===== src/rtl/cache_pkg.sv =====
// cache_pkg: shared state encoding and cache line geometry for the refill controller.
package cache_pkg;
  typedef enum logic [2:0] {IDLE, LOOKUP, REFILL, FILL_WR, TAG_UPD, MEM_WR, DONE} state_t;
  localparam int LINE_BYTES = 16;
  localparam int WORDS_PER_LINE = 4;
  localparam int OFFSET_W = $clog2(LINE_BYTES);
  localparam int WORD_IDX_W = $clog2(WORDS_PER_LINE);
  localparam int INDEX_LSB = OFFSET_W;
  localparam int INDEX_MSB = 17;
  localparam int TAG_LSB = INDEX_MSB + 1;
endpackage


===== src/rtl/sat_counter.sv =====
// sat_counter: event counter that sticks at all-ones instead of wrapping.
module sat_counter #(parameter int CNT_W = 16) (
  input  logic             clk,
  input  logic             CLR,
  input  logic             inc,
  output logic [CNT_W-1:0] cnt
);
  always_ff @(posedge clk or posedge CLR)
    if (CLR) cnt <= '0;
    else if (inc && !(&cnt)) cnt <= cnt + 1'b1;
endmodule


===== src/rtl/cache_refill_ctrl.sv =====
// cache_refill_ctrl: serialises CPU loads/stores against a direct-mapped cache,
// refilling 4-word lines on read misses and writing stores through to memory.
module cache_refill_ctrl import cache_pkg::*; #(
  parameter int ADDR_W = 32,
  parameter int DATA_W = 32,
  parameter int CNT_W  = 16
) (
  input  logic              clk,
  input  logic              CLR,
  input  logic              cpu_req,
  input  logic              cpu_we,
  input  logic [ADDR_W-1:0] cpu_addr,
  input  logic [DATA_W-1:0] cpu_wdata,
  output logic [DATA_W-1:0] cpu_rdata,
  output logic              cpu_ready,
  output logic              busy,
  output logic [ADDR_W-1:0] lk_addr,
  input  logic              cache_hit,
  input  logic [DATA_W-1:0] cache_rdata,
  output logic              cache_we,
  output logic              fill_we,
  output logic [ADDR_W-1:0] fill_addr,
  output logic [DATA_W-1:0] fill_data,
  output logic              tag_we,
  output logic              mem_req,
  output logic              mem_we,
  output logic [ADDR_W-1:0] mem_addr,
  output logic [DATA_W-1:0] mem_wdata,
  input  logic              mem_ack,
  input  logic [DATA_W-1:0] mem_rdata,
  output logic [CNT_W-1:0]  hit_cnt,
  output logic [CNT_W-1:0]  miss_cnt
);
  state_t state, nxt;
  logic [ADDR_W-3:0] addr_q;
  logic we_q, replay;
  logic [DATA_W-1:0] wdata_q;
  logic [WORD_IDX_W-1:0] k;
  logic last_word, hit_inc, miss_inc, unused_ok;
  assign unused_ok = ^cpu_addr[1:0];
  assign lk_addr = {addr_q, 2'b00};
  assign fill_addr = {addr_q[ADDR_W-3:OFFSET_W-2], k, 2'b00};
  assign last_word = k == WORD_IDX_W'(WORDS_PER_LINE - 1);
  always_ff @(posedge clk or posedge CLR)
    if (CLR) state <= IDLE;
    else state <= nxt;
  always_comb begin
    nxt = state;
    case (state)
      IDLE:    nxt = cpu_req ? LOOKUP : IDLE;
      LOOKUP:  nxt = we_q ? MEM_WR : cache_hit ? DONE : REFILL;
      REFILL:  nxt = mem_ack ? FILL_WR : REFILL;
      FILL_WR: nxt = last_word ? TAG_UPD : REFILL;
      TAG_UPD: nxt = LOOKUP;
      MEM_WR:  nxt = mem_ack ? DONE : MEM_WR;
      DONE:    nxt = IDLE;
      default: nxt = IDLE;
    endcase
  end
  always_comb begin
    busy      = state != IDLE;
    cpu_ready = state == DONE;
    cache_we  = state == LOOKUP && we_q && cache_hit;
    fill_we   = state == FILL_WR;
    tag_we    = state == TAG_UPD;
    mem_req   = state == REFILL || state == MEM_WR;
    mem_we    = state == MEM_WR;
    mem_addr  = state == REFILL ? fill_addr : state == MEM_WR ? lk_addr : '0;
    mem_wdata = state == MEM_WR ? wdata_q : '0;
    hit_inc   = state == LOOKUP && cache_hit && (we_q || !replay);
    miss_inc  = state == LOOKUP && !we_q && !cache_hit;
  end
  // replay marks the post-refill lookup so it is not double-counted as a hit
  always_ff @(posedge clk or posedge CLR)
    if (CLR) begin
      addr_q    <= '0;
      we_q      <= 1'b0;
      wdata_q   <= '0;
      k         <= '0;
      replay    <= 1'b0;
      cpu_rdata <= '0;
      fill_data <= '0;
    end else begin
      if (state == IDLE && cpu_req) begin
        addr_q  <= cpu_addr[ADDR_W-1:2];
        we_q    <= cpu_we;
        wdata_q <= cpu_wdata;
      end
      if (state == LOOKUP && !we_q && cache_hit) begin
        cpu_rdata <= cache_rdata;
        replay    <= 1'b0;
      end
      if (miss_inc) k <= '0;
      if (state == REFILL && mem_ack) fill_data <= mem_rdata;
      if (state == FILL_WR && !last_word) k <= k + 1'b1;
      if (state == TAG_UPD) replay <= 1'b1;
    end
  sat_counter #(.CNT_W(CNT_W)) u_hit  (.clk(clk), .CLR(CLR), .inc(hit_inc),  .cnt(hit_cnt));
  sat_counter #(.CNT_W(CNT_W)) u_miss (.clk(clk), .CLR(CLR), .inc(miss_inc), .cnt(miss_cnt));
endmodule


===== config.mk =====
export PLATFORM = sky130hd
export DESIGN_NAME = cache_refill_ctrl
export DESIGN_NICKNAME = d
export VERILOG_FILES = /design/src/rtl/cache_pkg.sv /design/src/rtl/sat_counter.sv /design/src/rtl/cache_refill_ctrl.sv
export SDC_FILE = /design/constraint.sdc
export NUM_CORES = 1
export LEC_CHECK = 0
export ABC_AREA = 0
export CORE_UTILIZATION = 38
export DETAILED_ROUTE_END_ITERATION = 16
export PLACE_DENSITY_LB_ADDON = 0.05
export SYNTH_ARGS = -nofsm -noshare
export SYNTH_HDL_FRONTEND = slang
export SYNTH_HIERARCHICAL = 1
export SYNTH_SLANG_ARGS = --single-unit

===== constraint.sdc =====
create_clock -name clk -period 9.2 [get_ports clk]
set_input_delay 1.84 -clock clk [delete_from_list [all_inputs] [get_ports clk]]
set_output_delay 1.84 -clock clk [all_outputs]
set_load 0.05 [all_outputs]

== After elaboration in Yosys (flattened, before gate mapping) ==
Index checks and enable logic that the tools add are counted.

* Bits in registers: 165
* Input port bits: 134
* Output and inout bits: 231
* Logic and storage cells: 60

* $add $sub $neg: 3
* Equality and inequality tests: 7
* Muxes and demuxes: 14
* Reduce and logical (&&, ||, !) cells: 26

{| class="wikitable"
|+ Operators with widths
! operator !! count
|-
| 32-bit 2-to-1 mux || 3
|-
| 16-bit by 1-bit adder with 16-bit output, second input constant || 2
|-
| 16-bit AND reduction || 2
|-
| 3-bit one-hot mux with 6 select lines || 1
|-
| 1-bit logical AND || 12
|-
| 3-bit equality test, second input constant || 3
|-
| 3-bit 2-to-1 mux || 3
|-
| 3-bit by 2-bit equality test with 1-bit output, second input constant || 2
|-
| 1-bit logical NOT || 6
|-
| 2-bit 2-to-1 mux || 3
|-
| 1-bit 2-to-1 mux || 4
|-
| 2-bit nonzero test || 2
|-
| 3-bit by 1-bit equality test with 1-bit output, second input constant || 1
|-
| 3-bit logical NOT || 1
|-
| 3-bit nonzero test || 1
|-
| 2-bit by 1-bit adder with 2-bit output, second input constant || 1
|-
| 2-bit equality test, second input constant || 1
|-
| 1-bit logical OR || 2
|}

== Longest topological paths before layout ==
Gate-level depths: netlist (run 1).

* Word-level depth: 5
* Mapped depth: 7
* Mapped depth without buffers: 6

== By module ==
Netlist (run 1), hierarchy kept.

{| class="wikitable"
|+ By module, submodules not included
! module !! instances !! cells an instance !! area each (µm²) !! sequential area each (µm²)
|-
| cache_refill_ctrl || 1 || 424 || 5,945.7 || 3,328.2
|-
| sat_counter || 2 || 73 || 798.3 || 400.4
|}

== Worst setup path after synthesis (run 1) ==
No wires, ideal clock.

* Path type: input port to output port
* Start: input cache_hit
* End: output cache_we
* Arrival time: 2.683 ns
* Required time: 7.360 ns
* Slack: 4.677 ns
* Stages: 2
* Path buffers: 0
* Path through: nand4bb_1 -> nor2_1

* Cells in the longest elaborated chain, start to end: 1

{| class="wikitable"
|+ RTL lines
! element !! line !! text
|-
| start: declaration || cache_refill_ctrl.sv:18 || <nowiki>input logic cache_hit,</nowiki>
|-
| 1-bit logical AND || cache_refill_ctrl.sv:63 || <nowiki>cache_we = state == LOOKUP && we_q && cache_hit;</nowiki>
|-
| end: declaration || cache_refill_ctrl.sv:20 || <nowiki>output logic cache_we,</nowiki>
|}

No other way between the ends.

== Final worst setup path (run 1) ==
Ends and elaborated chain as after synthesis.

==> run summary, run 1 <==
Row cnt -> 51
Status -> complete, no violations
Largest fanout on the critical path -> 4
Worst reg2reg endpoint -> u_hit/cnt[13]$_DFFE_PP0P_
Htree depth -> 4
IO buf count -> 356
Synth warn -> 6
Critical path launch point type -> primary input
#FFs+latches synth -> 165
Worst VDD drop -> 244.3 uV
Post-synth top area share -> 54.74%
Clock latency on the worst-skew pair -> 0.42 ns
Slew HR -> 22.03%
Endpoint type of the worst setup path -> primary output
Syn Inst Count -> 570
TritonRoute pass-1 iters -> 4
Fin cells -> 1172
DP Worst Slack -> 3.734 ns
Core ar. -> 0.01946 mm^2
Worst slew pin tran -> 1.170 ns
Clk buf depth -> 2
Comb pwr share -> 58.5%
CTS tree -> done
Total Wirelength -> 20.81 mm
Worst hold margin -> 0.4946 ns
Drt first-iter violations -> 150
P_int -> 2.601 mW
Final worst path period share -> 59.41%
Gr ovfl total -> 0
First-pass GRT wire length -> 32.06 mm
Post-Syn Area -> 0.007542 mm^2
FF-to-FF setup slack -> 6.56 ns
Largest net degree at the start of global routing -> 78
Final GP Congestion -> 0.8246
CTS resizes -> 0
Clk slew on worst S/H paths -> 0.06 ns
Part of the power in the clock network -> 15.5%
Post-synthesis area per instance -> 13.23 um^2
Synth area leader -> dfrtp_1
Initial Util -> 38.75%
Synth area leaders -> dfrtp_1, mux2_2, mux2_4, buf_4, and2_1
Post-DP HPWL -> 15.62 mm
CP Class -> primary input to primary output
Setup WS post-layout -> 3.734 ns
Synth async-reset ratio -> 100.0%
Unique masters post-synth -> 44
Metal3 WL -> 1.935 mm
Die area -> 0.02041 mm^2
Main synth FF type -> dfrtp_1
Count leader, synth -> dfrtp_1
Worst EP arrival -> 3.63 ns
Seq/Total Area, Yosys -> 54.74%
Layout cell share with drive strength beyond 1 -> 18.10%
Vias in the first global route -> 5876
Pwr Total -> 4.944 mW
EDFF count, synth -> 0
Final antenna-violating net count -> 0
Static leakage -> 4.773 nW
Cell count of the worst reg-to-reg path -> 6
Initial antenna violation count -> 0
Met2 wire length -> 10.66 mm
Net load switching power -> 2.343 mW
Top post-synthesis cells by count -> dfrtp_1, mux2_2, buf_4
Fmax -> 0.1830 GHz
Nets -> 1031
Setup crit end -> cache_we
WL/cell -> 17.76 um
DRC Markers -> 0
Die width -> 142.9 um
Final Critical Period -> 5.466 ns
Max Clock Skew -> 0.006248 ns
CTS Buf Count -> 17
Hold Buf Count CTS -> 0
Pwr/cell area -> 423.5 mW/mm^2
CTS root buf -> clkbuf_16
Worst hold-check path type -> flop to flop
Vias post-DR -> 5601
Post-route setup TNS -> 0 ns
CTS sink count -> 165
Highest metal used -> met4
Layout area overhead -> 54.76%
Pins Over Slew Limit -> 0
Final Hold Fails -> 0
Postcts setup bufs -> 0
R2R Path Start -> state[1]$_DFF_PP0_
Worst EP required -> 7.36 ns
Sw Ratio -> 47.39%
Die span in y -> 142.9 um
Met1 wire length -> 7.707 mm
RSZ-0062 raised after global routing -> false
Io pins -> 365
Placed insts -> 1140
Max-Cap Viols -> 0
Worst setup path start -> cache_hit
Reg power frac -> 26.0%
Vias per std cell -> 4.779
GRT Overall Usage -> 20.82%
Final setup viols -> 0
cell type report:
| class | instances | area, um^2 |
|---|---|---|
| fillers | 1597 | 7790 |
| flip-flops and latches | 165 | 4129 |
| repair buffers | 360 | 3593 |
| multi-input cells | 341 | 2943 |
| clock buffers | 23 | 488.0 |
| well taps | 265 | 331.6 |
| clock inverters | 8 | 146.4 |
| inverters | 9 | 38.79 |
| diodes | 1 | 2.502 |
layer usage:
layer	track usage, %	vias to the layer above
met5	0	-
met4	8.602	0
met3	7.881	32
met2	36.87	260
met1	22.19	2725
li1	-	2584
state kept, by name (all words and copies together), names as in the netlist:
signal,cells
cpu_rdata,32
wdata_q,32
addr_q,30
we_q,1
replay,1
u_hit/cnt,16
u_miss/cnt,16
k,2
state,3
fill_data,32
cells in the final DEF (no fill, tap or decap), types with 10 or more instances in the layout:
master           netlist  routed
and2_1                34      34
clkbuf_16              0      17
clkdlybuf4s50_1        0     356
dfrtp_1              165     165
mux2_2                99      99
mux2_4                22      22
nand2_1               12      12
nand3_1               18      18
nand4_1               10      10
nor2_1                11      11
nor2b_1               31      31
xnor2_1               20      20
metrics by stage:
step | area (um^2) | util [%]
finish | 11670 | 59.97
CTS | 11670 | 59.96
global placement | 11040 | 56.70
global route | 11670 | 59.96
floorplan | 7561 | -
detailed placement | 11040 | 56.70
logic make-up after synthesis:
group | after synthesis | synth area share, %
DFF | 165 | 54.74
and+or+nand+nor | 153 | 12.28
muxes | 130 | 20.50
adders and majority gates | 3 | 0.4977
AOI/OAI and AO/OA | 21 | 2.007
buffers and inverters | 69 | 6.669
xor gates and xnor gates | 28 | 3.252
other | 1 | 0.04972
worst max-delay path: stages:
cell and delay [ns]:
clkdlybuf4s50_1 0.51, nand4bb_1 0.22, nor2_1 0.16, clkdlybuf4s50_1 0.89
power groups by stage:
stage               Clock (mW)  Combinational [mW]  Sequential, mW
global placement             0                2.88            1.28
detailed placement           0                2.91            1.30
floorplan                    0                1.29            2.05
global route             0.813                3.01            1.33
finish                   0.766                2.89            1.29
CTS                      0.787                2.92            1.29
worst min-delay path by stage:
| stage | end | depth (start not counted) | from |
|---|---|---|---|
| floorplan | wdata_q[10]$_DFFE_PP0P_ | 1 | wdata_q[10]$_DFFE_PP0P_ |
| global placement | fill_data[18]$_DFFE_PP0P_ | 1 | fill_data[18]$_DFFE_PP0P_ |
| detailed placement | fill_data[22]$_DFFE_PP0P_ | 1 | fill_data[22]$_DFFE_PP0P_ |
| CTS | fill_data[23]$_DFFE_PP0P_ | 1 | fill_data[23]$_DFFE_PP0P_ |
| global route | wdata_q[29]$_DFFE_PP0P_ | 1 | wdata_q[29]$_DFFE_PP0P_ |
| finish | fill_data[21]$_DFFE_PP0P_ | 1 | fill_data[21]$_DFFE_PP0P_ |
No activity file was read; power rests on OpenSTA's default activity.
==> inputs of run 2 (changes only) <==
==> constraint.sdc (replaced) <==
create_clock -name clk -period 5.05 [get_ports clk]
set_input_delay 1.01 -clock clk [delete_from_list [all_inputs] [get_ports clk]]
set_output_delay 1.01 -clock clk [all_outputs]
set_load 0.05 [all_outputs]
==> run summary, run 2 (synthesized netlist as in run 1, its figures left out) <==
Worst hold margin -> 0.4920 ns (-0.002539 ns)
Total Wirelength -> 20.59 mm (-1.1%)
Met1 Resource Use GR -> 23.31% (+1.1 points)
DRC Markers -> 0 (unchanged)
Final worst path period share -> 75.31%
Clock latency on the worst-skew pair -> 0.42 ns (about the same)
Hold Buf Count CTS -> 0 (unchanged)
Pwr/cell area -> 768.9 mW/mm^2 (+82%)
Gr busiest metal -> met2
Worst hold-check path type -> flop to flop
Largest fanout on the critical path -> 4 (unchanged)
# diodes -> 0 (-1)
Met3 GRT Util -> 7.344% (-0.54 points)
IO buf count -> 356 (unchanged)
Final antenna-violating net count -> 0 (unchanged)
Die span in y -> 142.9 um (unchanged)
CTS tree -> done
Gr ovfl total -> 0 (unchanged)
CTS resizes -> 0 (unchanged)
Commonest cells after routing, fill and taps aside -> clkdlybuf4s50_1, dfrtp_1, mux2_2
Worst EP required -> 4.04 ns (-3.32 ns)
Critical path launch point type -> primary input
Clk slew on worst S/H paths -> 0.06 ns (about the same)
Commonest non-fill, non-tap cell in the layout -> clkdlybuf4s50_1
Post-route setup TNS -> 0 ns (unchanged)
Postcts setup bufs -> 0 (unchanged)
First-pass GRT wire length -> 32.16 mm (+0.32%)
Die width -> 142.9 um (unchanged)
R2R Path Start -> state[1]$_DFF_PP0_
Htree depth -> 4 (unchanged)
Worst VDD drop -> 468.3 uV (+92%)
Max-Cap Viols -> 0 (unchanged)
Static leakage -> 4.781 nW (+0.16%)
TritonRoute pass-1 iters -> 4 (unchanged)
Final GP Congestion -> 0.8369 (+1.5%)
Final Hold Fails -> 0 (unchanged)
Pins Over Slew Limit -> 0 (unchanged)
GRT Overall Usage -> 20.94% (+0.12 points)
CTS Buf Count -> 17 (unchanged)
Worst setup path start -> cache_hit
CTS root buf -> clkbuf_16
Fmax -> 0.2630 GHz
CP Class -> primary input to primary output
Fillers -> 1557 (-2.5%)
Clk buf depth -> 2 (unchanged)
Row cnt -> 51 (unchanged)
Hold_sp -> fill_data[17]$_DFFE_PP0P_
Max Clock Skew -> 0.01284 ns (+0.006597 ns)
Vias in the first global route -> 5799 (-1.3%)
RSZ-0062 raised after global routing -> false
CTS sink count -> 165 (unchanged)
Layout cell share with drive strength beyond 1 -> 18.48% (+0.38 points)
Status -> complete, no violations
Io pins -> 365 (unchanged)
Worst slew pin tran -> 0.9693 ns (-0.2002 ns)
Core ar. -> 0.01946 mm^2 (unchanged)
Worst EP arrival -> 2.79 ns (-0.84 ns)
Final setup viols -> 0 (unchanged)
GRT met2 Usage -> 36.97% (+0.10 points)
WL/cell -> 17.53 um (-1.3%)
Biggest regs -> cpu_rdata x32, fill_data x32, wdata_q x32
Initial antenna violation count -> 0 (unchanged)
Drt first-iter violations -> 137 (-8.7%)
Largest net degree at the start of global routing -> 79 (+1.3%)
Layout area overhead -> 54.98%
Endpoint type of the worst setup path -> primary output
Nets -> 1033 (+0.19%)
Pwr Total -> 8.988 mW (+82%)
Vias per std cell -> 4.732 (-0.99%)
Slew HR -> 35.38% (+13 points)
Final Critical Period -> 3.803 ns
Vias post-DR -> 5555 (-0.82%)
Post-DP HPWL -> 15.56 mm (-0.39%)
Initial Util -> 38.75% (unchanged)
Die area -> 0.02041 mm^2 (unchanged)
## run 2: critical path: stages
cell	delay (ns)
clkdlybuf4s50_1	0.51
nand4bb_1	0.20
nor2_1	0.15
clkdlybuf4s50_1	0.91
## run 2: final cells by class
cell class	count	area [um^2]	area share, %
flip-flops and latches	165	4129	35.32
repair buffers	362	3621	30.98
multi-input cells	341	2943	25.18
clock buffers	22	484.2	4.143
well taps	265	331.6	2.837
clock inverters	10	141.4	1.210
inverters	9	38.79	0.3318
## run 2: metrics by stage
| step | utilization [%] | cell area [um^2] | worst slack (ns) | cells |
|---|---|---|---|---|
| after floorplan | - | 7561 | 0.4856 | 575 |
| after global placement | 56.84 | 11060 | 1.243 | 1142 |
| after detailed placement | 56.84 | 11060 | 1.244 | 1142 |
| after CTS | 60.06 | 11690 | 1.244 | 1174 |
| after global routing | 60.06 | 11690 | 1.140 | 1174 |
| final | 60.06 | 11690 | 1.247 | 1174 |
## run 2: where the power goes
| group | switching, mW | internal [mW] | total [mW] |
|---|---|---|---|
| logic | 3.31 | 1.97 | 5.27 |
| registers | 0.442 | 1.90 | 2.35 |
| clock network | 0.532 | 0.835 | 1.37 |
## run 2: path summary, 6_finish.rpt
| path | end | slack, ns | cells past startpoint |
|---|---|---|---|
| worst max-delay path | cache_we | 1.25 | 4 |
| worst min-delay path | fill_data[17]$_DFFE_PP0P_ | 0.49 | 1 |
| worst max register to register | u_hit/cnt[13]$_DFFE_PP0P_ | 2.44 | 6 |
| worst min register to register | fill_data[17]$_DFFE_PP0P_ | 0.49 | 1 |
| max in group asynchronous | cpu_rdata[25]$_DFFE_PP0P_ | 3.01 | 3 |
| min in group asynchronous | u_hit/cnt[11]$_DFFE_PP0P_ | 1.13 | 2 |
## run 2: metal layers
| layer | up-vias | wire length, um |
|---|---|---|
| met1 | 2700 | 7699 |
| met3 | 19 | 1715 |
| met2 | 252 | 10830 |
| met4 | 0 | 345 |
| met5 | - | 0 |
| li1 | 2584 | - |
